===== config.mk =====
export PLATFORM = sky130hd
export DESIGN_NAME = tdm_demux
export DESIGN_NICKNAME = d
export VERILOG_FILES = /design/src/rtl/tdm_demux.sv
export SDC_FILE = /design/constraint.sdc
export NUM_CORES = 1
export LEC_CHECK = 0
export BUFFER_PORTS_ARGS = -buffer_cell sky130_fd_sc_hd__buf_2
export CAP_MARGIN = 20
export CORE_ASPECT_RATIO = 1.2
export CORE_MARGIN = 8
export CORE_UTILIZATION = 45
export CTS_CLUSTER_DIAMETER = 200
export DETAILED_ROUTE_END_ITERATION = 10
export GPL_TIMING_DRIVEN = 0
export PLACE_DENSITY = 0.81
export SYNTH_ARGS = -nofsm -noshare
export SYNTH_HDL_FRONTEND = slang
export SYNTH_SLANG_ARGS = --single-unit

===== constraint.sdc =====
create_clock -name clk -period 2.5 [get_ports clk]
set_input_delay 0.5 -clock clk [delete_from_list [all_inputs] [get_ports clk]]
set_output_delay 0.5 -clock clk [all_outputs]
set_load 0.005 [all_outputs]

===== src/rtl/tdm_demux.sv =====
// Time-division demux: one round-robin sample stream in, per-channel holding registers out.
// Latency: 1 cycle from accepted sample to ch_data/ch_upd/frame_valid/sync_err.
// Backpressure: none; one sample per cycle accepted, din_valid=0 cycles are ignored.
module tdm_demux #(
    parameter int WIDTH    = 4,
    parameter int CHANNELS = 4
) (
    input  logic                        clk,
    input  logic                        rst,
    input  logic [WIDTH-1:0]            din,
    input  logic                        din_valid,
    input  logic                        sync,
    output logic [CHANNELS*WIDTH-1:0]   ch_data,
    output logic [CHANNELS-1:0]         ch_upd,
    output logic                        frame_valid,
    output logic                        locked,
    output logic                        sync_err
);
    localparam int SW = $clog2(CHANNELS);
    localparam logic [SW-1:0] LAST_SLOT = SW'(CHANNELS - 1);
    localparam logic [SW-1:0] SLOT_ONE  = SW'(1);

    typedef enum logic {HUNT, LOCKED} state_t;

    state_t                      state_q, state_d;
    logic [SW-1:0]               slot_q, slot_d;
    logic [CHANNELS*WIDTH-1:0]   data_q, data_d;
    logic [CHANNELS-1:0]         upd_q, upd_d;
    logic                        fv_q, fv_d;
    logic                        err_q, err_d;
    logic                        wr_en;
    logic [SW-1:0]               wr_idx;

    always_ff @(posedge clk or posedge rst) begin
        if (rst) begin
            state_q <= HUNT;
            slot_q  <= '0;
            data_q  <= '0;
            upd_q   <= '0;
            fv_q    <= 1'b0;
            err_q   <= 1'b0;
        end else begin
            state_q <= state_d;
            slot_q  <= slot_d;
            data_q  <= data_d;
            upd_q   <= upd_d;
            fv_q    <= fv_d;
            err_q   <= err_d;
        end
    end

    always_comb begin
        state_d = state_q;
        slot_d  = slot_q;
        fv_d    = 1'b0;
        err_d   = 1'b0;
        wr_en   = 1'b0;
        wr_idx  = '0;
        if (din_valid) begin
            case (state_q)
                HUNT: begin
                    if (sync) begin
                        wr_en   = 1'b1;
                        slot_d  = SLOT_ONE;
                        state_d = LOCKED;
                    end
                end
                LOCKED: begin
                    if (sync) begin
                        // Early sync abandons the partial frame and restarts at slot 0.
                        err_d  = (slot_q != '0);
                        wr_en  = 1'b1;
                        slot_d = SLOT_ONE;
                    end else if (slot_q == '0) begin
                        err_d   = 1'b1;
                        state_d = HUNT;
                    end else begin
                        wr_en  = 1'b1;
                        wr_idx = slot_q;
                        if (slot_q == LAST_SLOT) begin
                            fv_d   = 1'b1;
                            slot_d = '0;
                        end else begin
                            slot_d = slot_q + SLOT_ONE;
                        end
                    end
                end
                default: state_d = HUNT;
            endcase
        end
    end

    always_comb begin
        data_d = data_q;
        upd_d  = '0;
        for (int i = 0; i < CHANNELS; i++) begin
            if (wr_en && (wr_idx == SW'(i))) begin
                data_d[i*WIDTH +: WIDTH] = din;
                upd_d[i]                 = 1'b1;
            end
        end
    end

    assign ch_data     = data_q;
    assign ch_upd      = upd_q;
    assign frame_valid = fv_q;
    assign sync_err    = err_q;
    assign locked      = (state_q == LOCKED);
endmodule


==> out/results.ini, run 1 <==
[status]
outcome=finished clean

[clocking]
cts_hold_buf=0
post_cts_resize_count=0
cts_buffer_depth=2
cts_tree=yes
cts_buffers=3
h-tree-depth=1
clk_pin_slew_worst_paths_ps=130
cts-root-buf=clkbuf_4
clk_latency_ps=310
postCtsSetupRepairBufs=0
cts_num_sinks=25

[synthesis]
synth_seq_cells=25
synth_top_area_cell=dfrtp_1
synth_fp_nets=86
synth_top_area_frac=0.599
avgSynthCellArea_um2=13.9
yosys_warnings=0
netlist_top_cells_count=dfrtp_1, mux2_2, inv_1, mux2_4
synth-edff-count=0
synth_most_common_cell=dfrtp_1
yosys.cell_types.count=24
synthArstFlopShare=1.00
synthesis.area_um2=1040
synth-main-ff-cell=dfrtp_1
synthCells=75
yosys-top-cells-area=dfrtp_1, mux2_2, mux2_4
ys_seq_area_frac=0.599

[pwr]
irDropWorstVdd_uv=493
power_leakage_uw=0.000656
power_density_nw_per_um2=1130
seqPwrFrac=0.469
power.internal_uw=958
netSwitchingPower_uw=459
pwr-share-clk=0.121
sw_frac_of_total=0.324
combPwrFrac=0.410

[detailed_routing]
drt-wirelength-per-cell_um=14.2
viasPerCell=5.03
wl_mm=1.97
vias=699
postRouteAntennaNets=0
drc=0
first_pass_iters=4
drtIter0Drc=10

[timing]
max_clock_freq_mhz=424
tns_ps=0
hold_viol_final=0
hold_ws_ps=359
max_slew_margin=0.402
period_minus_slack_ps=2360
grt_setup_unrepaired=false
tightest_slew_ps=896
fin_skew_ps=8.90
finalSetupViolations=0
final_max_slew_viol_count=0
period_share=0.944

[worst_setup_path]
timing.rr.start=slot_q[0]$_DFFE_PP0P_
r2r_setup_slack_ps=140
crit_chain=inv_2, ha_1, ha_1, or3_1, or4_1, buf_2, mux2_4
cpPeakStageDelay_ps=440
crit_top_cell=ha_1
worstPathArrival_ps=2560
critPathRequiredTime_ps=2700
cp_max_fo=7
crit_path_start_kind=flip-flop
end_kind=flip-flop
reg2reg_depth=7
r2r-end=ch_data[6]$_DFFE_PP0P_
criticalPathCategory=flip-flop to flip-flop
cp_slowest_cell=dfrtp_2

[floorplan]
die-area_um2=4130
io_pins=31
core_um2=2260
start_util=0.463
rows=19
fp.dieW_um=60.0
die_y_um=68.8

[final_layout]
utilization=0.557
fin_cells=139
n_antenna_cell=0
nNetsFinal=120
area_growth_pct=20.4
drive_gt1_frac=0.528
nFillCells=193

[place]
gp_congestion=0.864
dp_hpwl_mm=1.58
io_buffers=29
dp.cells=135

[global_route]
grt_pass1_wl_mm=3.08
grt.overflow.total=0
grt_pass1_vias=677
grt_util_all_layers=0.0992
grt_antenna_before_repair=0
grt_max_degree=26

[worst_hold_path]
min_path_type=input port to async pin

[run]
drv_cap=0

[how the worst max path moves through the flow]
stage / slack, ps / depth (start not counted) / startpoint / to
finish: 140 / 7 / slot_q[0]$_DFFE_PP0P_ / ch_data[6]$_DFFE_PP0P_
global route: 50 / 7 / slot_q[1]$_DFFE_PP0P_ / ch_data[6]$_DFFE_PP0P_
CTS: 90 / 7 / slot_q[0]$_DFFE_PP0P_ / ch_data[6]$_DFFE_PP0P_
detailed placement: -30 / 7 / sync / ch_data[6]$_DFFE_PP0P_
global placement: 40 / 7 / sync / ch_data[7]$_DFFE_PP0P_
floorplan: 180 / 7 / sync / ch_data[4]$_DFFE_PP0P_
[logic make-up (layout without fill, tap and decap cells)]
| kind of cell | after synthesis | count (layout) | share of synthesized area |
|---|---|---|---|
| flops | 25 | 25 | 0.599 |
| mux | 16 | 16 | 0.187 |
| simple gates | 14 | 14 | 0.0958 |
| buf+inv | 9 | 42 | 0.0347 |
| compound gates | 8 | 8 | 0.0479 |
| fa+ha+maj | 3 | 3 | 0.0359 |
[layer usage]
metal | vias up | wire [um] | GRT usage
met5 | - | 0 | 0
met3 | 4 | 144 | 0.0204
met1 | 341 | 792 | 0.111
li1 | 328 | - | -
met4 | 0 | 48 | 0.0746
met2 | 26 | 983 | 0.163
[final cells by class]
class,count,area (um2),area share
Sequential cell,25,627,0.499
Timing Repair Buffer,29,145,0.115
Buffer,3,13.8,0.0109
Tap cell,31,38.8,0.0308
Inverter,6,22.5,0.0179
Clock inverter,1,5.00,0.00398
Clock buffer,3,22.5,0.0179
Multi-Input combinational cell,41,383,0.304
[stage by stage]
| stage | power [uW] | cell area (um2) | setup slack (ps) |
|---|---|---|---|
| 2_1_floorplan | 1020 | 1040 | 182 |
| 3_3_place_gp | 1230 | 1230 | 39.9 |
| 3_5_place_dp | 1270 | 1230 | -29.9 |
| 4_1_cts | 1440 | 1260 | 88.2 |
| 5_1_grt | 1530 | 1260 | 49.6 |
| 6_report | 1420 | 1260 | 140 |
[sequential cells by signal, summed over array words and instances, names as in the netlist]
| signal | cells |
|---|---|
| ch_data | 16 |
| ch_upd | 4 |
| frame_valid | 1 |
| locked | 1 |
| slot_q | 2 |
| sync_err | 1 |
[cell usage in the layout (no fill, tap or decap), types with 2 or more instances in the layout]
| cell type | synthesis | layout |
|---|---|---|
| a21oi_1 | 2 | 2 |
| buf_2 | 2 | 31 |
| clkbuf_4 | 0 | 3 |
| dfrtp_1 | 25 | 24 |
| ha_1 | 3 | 3 |
| inv_1 | 5 | 5 |
| mux2_2 | 12 | 12 |
| mux2_4 | 4 | 4 |
| nand2_1 | 2 | 2 |
| nor4_2 | 2 | 2 |
| o21ai_0 | 3 | 3 |
| or2_2 | 2 | 2 |
[power by group through the flow]
| stage | Clock, uW | Sequential, uW | Combinational, uW |
|---|---|---|---|
| final | 171 | 665 | 581 |
| after CTS | 176 | 665 | 596 |
| after global placement | 0 | 662 | 572 |
| after global routing | 196 | 689 | 646 |
| after detailed placement | 0 | 674 | 594 |
| after floorplan | 0 | 683 | 340 |
[critical path, delay by kind of cell (launching register included)]
family        cells  cell delay (ps)
fa+ha+maj         2              540
flops             1              440
simple gates      2              700
buf+inv           2              260
mux               1              310
Note: power is estimated with default switching activity, not from simulation.
==> inputs of run 2 (changes only) <==
--- a/config.mk
+++ b/config.mk
@@ -14,6 +14,7 @@
 export DETAILED_ROUTE_END_ITERATION = 10
 export GPL_TIMING_DRIVEN = 0
 export PLACE_DENSITY = 0.81
+export SETUP_SLACK_MARGIN = 0.4
 export SYNTH_ARGS = -nofsm -noshare
 export SYNTH_HDL_FRONTEND = slang
 export SYNTH_SLANG_ARGS = --single-unit
==> run 2 against run 1 <==
Wire length up 16%. Critical path type unchanged. Critical path depth unchanged. Worst setup slack better by 290 ps. Via count up 6.4%. Design area up 8.1%. Sequential share of layout area down 3.7 points. Combinational power up 29%. Worst hold slack worse by 8.7 ps. Register-to-register slack better by 290 ps. Sequential cell count unchanged. Non-clock buffer count up 5.
==> out/results.ini, run 2 (same netlist as run 1, synthesis figures left out) <==
[detailed_routing]
first_pass_iters=4  ; unchanged
vias=744  ; was 699
drt-wirelength-per-cell_um=15.8  ; was 14.2 um
viasPerCell=5.17  ; was 5.03
drtIter0Drc=12  ; was 10
drc=0  ; unchanged
postRouteAntennaNets=0  ; unchanged
wl_mm=2.28  ; was 1.97 mm

[timing]
hold_viol_final=0  ; unchanged
final_max_slew_viol_count=0  ; unchanged
fin_skew_ps=4.99  ; was 8.90 ps
tightest_slew_ps=898  ; was 896 ps
grt_setup_unrepaired=false  ; unchanged
max_slew_margin=0.400  ; was 0.402
period_minus_slack_ps=2070  ; was 2360 ps
finalSetupViolations=0  ; unchanged
period_share=0.828  ; was 0.944
tns_ps=0  ; unchanged
max_clock_freq_mhz=483  ; was 424 MHz

[floorplan]
rows=19  ; unchanged
io_pins=31  ; unchanged
start_util=0.463  ; unchanged
fp.dieW_um=60.0  ; unchanged
die-area_um2=4130  ; unchanged
core_um2=2260  ; unchanged
die_y_um=68.8  ; unchanged

[clocking]
cts_num_sinks=25  ; unchanged
cts-root-buf=clkbuf_4  ; unchanged
h-tree-depth=1  ; unchanged
clk_latency_ps=310  ; about the same
cts_buffers=3  ; unchanged
cts_hold_buf=0  ; unchanged
cts_tree=yes  ; unchanged
cts_buffer_depth=2  ; unchanged
clk_pin_slew_worst_paths_ps=130  ; about the same

[worst_setup_path]
cp_max_fo=5  ; was 7
cp_num_buf_inv=2  ; unchanged
critical-path-top-delay-family=simple AND/OR/NAND/NOR gates  ; unchanged
cp_slowest_cell=or4_4  ; was dfrtp_2
cpPeakStageDelay_ps=420  ; was 440 ps
worstPathArrival_ps=2290  ; was 2560 ps
crit_path_start_kind=flip-flop  ; unchanged
end_kind=flip-flop  ; unchanged
crit_top_cell=ha_4  ; was ha_1
crit_chain=inv_4, ha_4, ha_4, or3_1, or4_4, buf_6, mux2_4  ; was inv_2, ha_1, ha_1, or3_1, or4_1, buf_2, mux2_4
critPathRequiredTime_ps=2720  ; was 2700 ps
criticalPathCategory=flip-flop to flip-flop  ; unchanged

[pwr]
netSwitchingPower_uw=527  ; was 459 uW
irDropWorstVdd_uv=596  ; was 493 uV
power.internal_uw=1050  ; was 958 uW
power_leakage_uw=0.000692  ; was 0.000656 uW
power_density_nw_per_um2=1160  ; was 1130 nW/um2
seqPwrFrac=0.415  ; was 0.469
combPwrFrac=0.473  ; was 0.410
sw_frac_of_total=0.334  ; was 0.324
pwr-share-clk=0.111  ; was 0.121

[final_layout]
final_cell_mix=buf_2, dfrtp_1, mux2_2  ; unchanged
fin_cells=144  ; was 139
nNetsFinal=125  ; was 120
area_growth_pct=30.1  ; was 20.4%
layout_commonest_cell=buf_2  ; unchanged
drive_gt1_frac=0.584  ; was 0.528
n_antenna_cell=0  ; unchanged
largest_register_ffs=16  ; unchanged
nFillCells=198  ; was 193

[global_route]
grt_max_degree=26  ; unchanged
grt_antenna_before_repair=0  ; unchanged
grt_pass1_vias=765  ; was 677
grt_util_all_layers=0.116  ; was 0.0992
grt_pass1_wl_mm=3.51  ; was 3.08 mm
grt.overflow.total=0  ; unchanged

[status]
outcome=finished clean  ; unchanged

[place]
gp_congestion=0.879  ; was 0.864
io_buffers=29  ; unchanged
dp.cells=135  ; unchanged
dp_hpwl_mm=1.70  ; was 1.58 mm

[worst_hold_path]
min_path_type=input port to async pin  ; unchanged

[run]
drv_cap=0  ; unchanged

run 2: cell count changes in the layout (fill, tap and decap cells not counted), sizes merged:
cell / previous run / this run
buf: 31 / 36
clkinv: 1 / 0
clkbuf: 4 / 5
run 2: worst paths after layout:
check                                       startpoint                     end  slack (ps)  depth (start not counted)
worst min-delay path                               rst      sync_err$_DFF_PP0_         350                          2
max in group asynchronous                          rst   slot_q[0]$_DFFE_PP0P_        1540                          2
min in group clk                                  sync   frame_valid$_DFF_PP0_         420                          2
worst max-delay path             slot_q[0]$_DFFE_PP0P_  ch_data[6]$_DFFE_PP0P_         430                          7
worst min register to register  ch_data[0]$_DFFE_PP0P_  ch_data[0]$_DFFE_PP0P_         520                          1
worst max register to register   slot_q[0]$_DFFE_PP0P_  ch_data[6]$_DFFE_PP0P_         430                          7
run 2: stage by stage:
| step | setup WS (ps) | power, uW | hold WS [ps] | instance area [um2] | util |
|---|---|---|---|---|---|
| floorplan | 408 | 1050 | 504 | 1080 | - |
| global placement | 339 | 1260 | 485 | 1260 | 0.558 |
| detailed placement | 261 | 1310 | 489 | 1260 | 0.558 |
| CTS | 407 | 1550 | 390 | 1340 | 0.591 |
| global route | 379 | 1700 | 414 | 1360 | 0.602 |
| finish | 430 | 1580 | 350 | 1360 | 0.602 |
run 2: routing by layer:
layer  part of all wire  wire, um  vias up  global-route usage
met5                  0         0        -                   0
met4              0.025        57        0              0.0627
met3              0.089       203        7              0.0353
met2               0.54      1230       27               0.220
met1               0.35       792      371               0.108
li1                   -         -      339                   -
run 2: area by class of cell:
| class | instances | area [um2] | area share |
|---|---|---|---|
| Clock buffer | 4 | 26.3 | 0.0193 |
| Tap cell | 31 | 38.8 | 0.0285 |
| Sequential cell | 25 | 627 | 0.461 |
| Timing Repair Buffer | 34 | 183 | 0.134 |
| Inverter | 6 | 25.0 | 0.0184 |
| Buffer | 3 | 30.0 | 0.0221 |
| Multi-Input combinational cell | 41 | 429 | 0.316 |
run 2: power groups by stage:
stage	clock network [uW]	registers, uW	logic, uW
3_3_place_gp	0	663	601
3_5_place_dp	0	678	634
6_report	176	655	747
5_1_grt	199	675	821
2_1_floorplan	0	683	369
4_1_cts	178	651	724
run 2: timing repair:
action | in CTS | in global routing
endpoints found under the setup margin | 12 | 4
gates resized for setup | 3 | 3
pin swaps | 1 | 1
setup buffers | 4 | 1
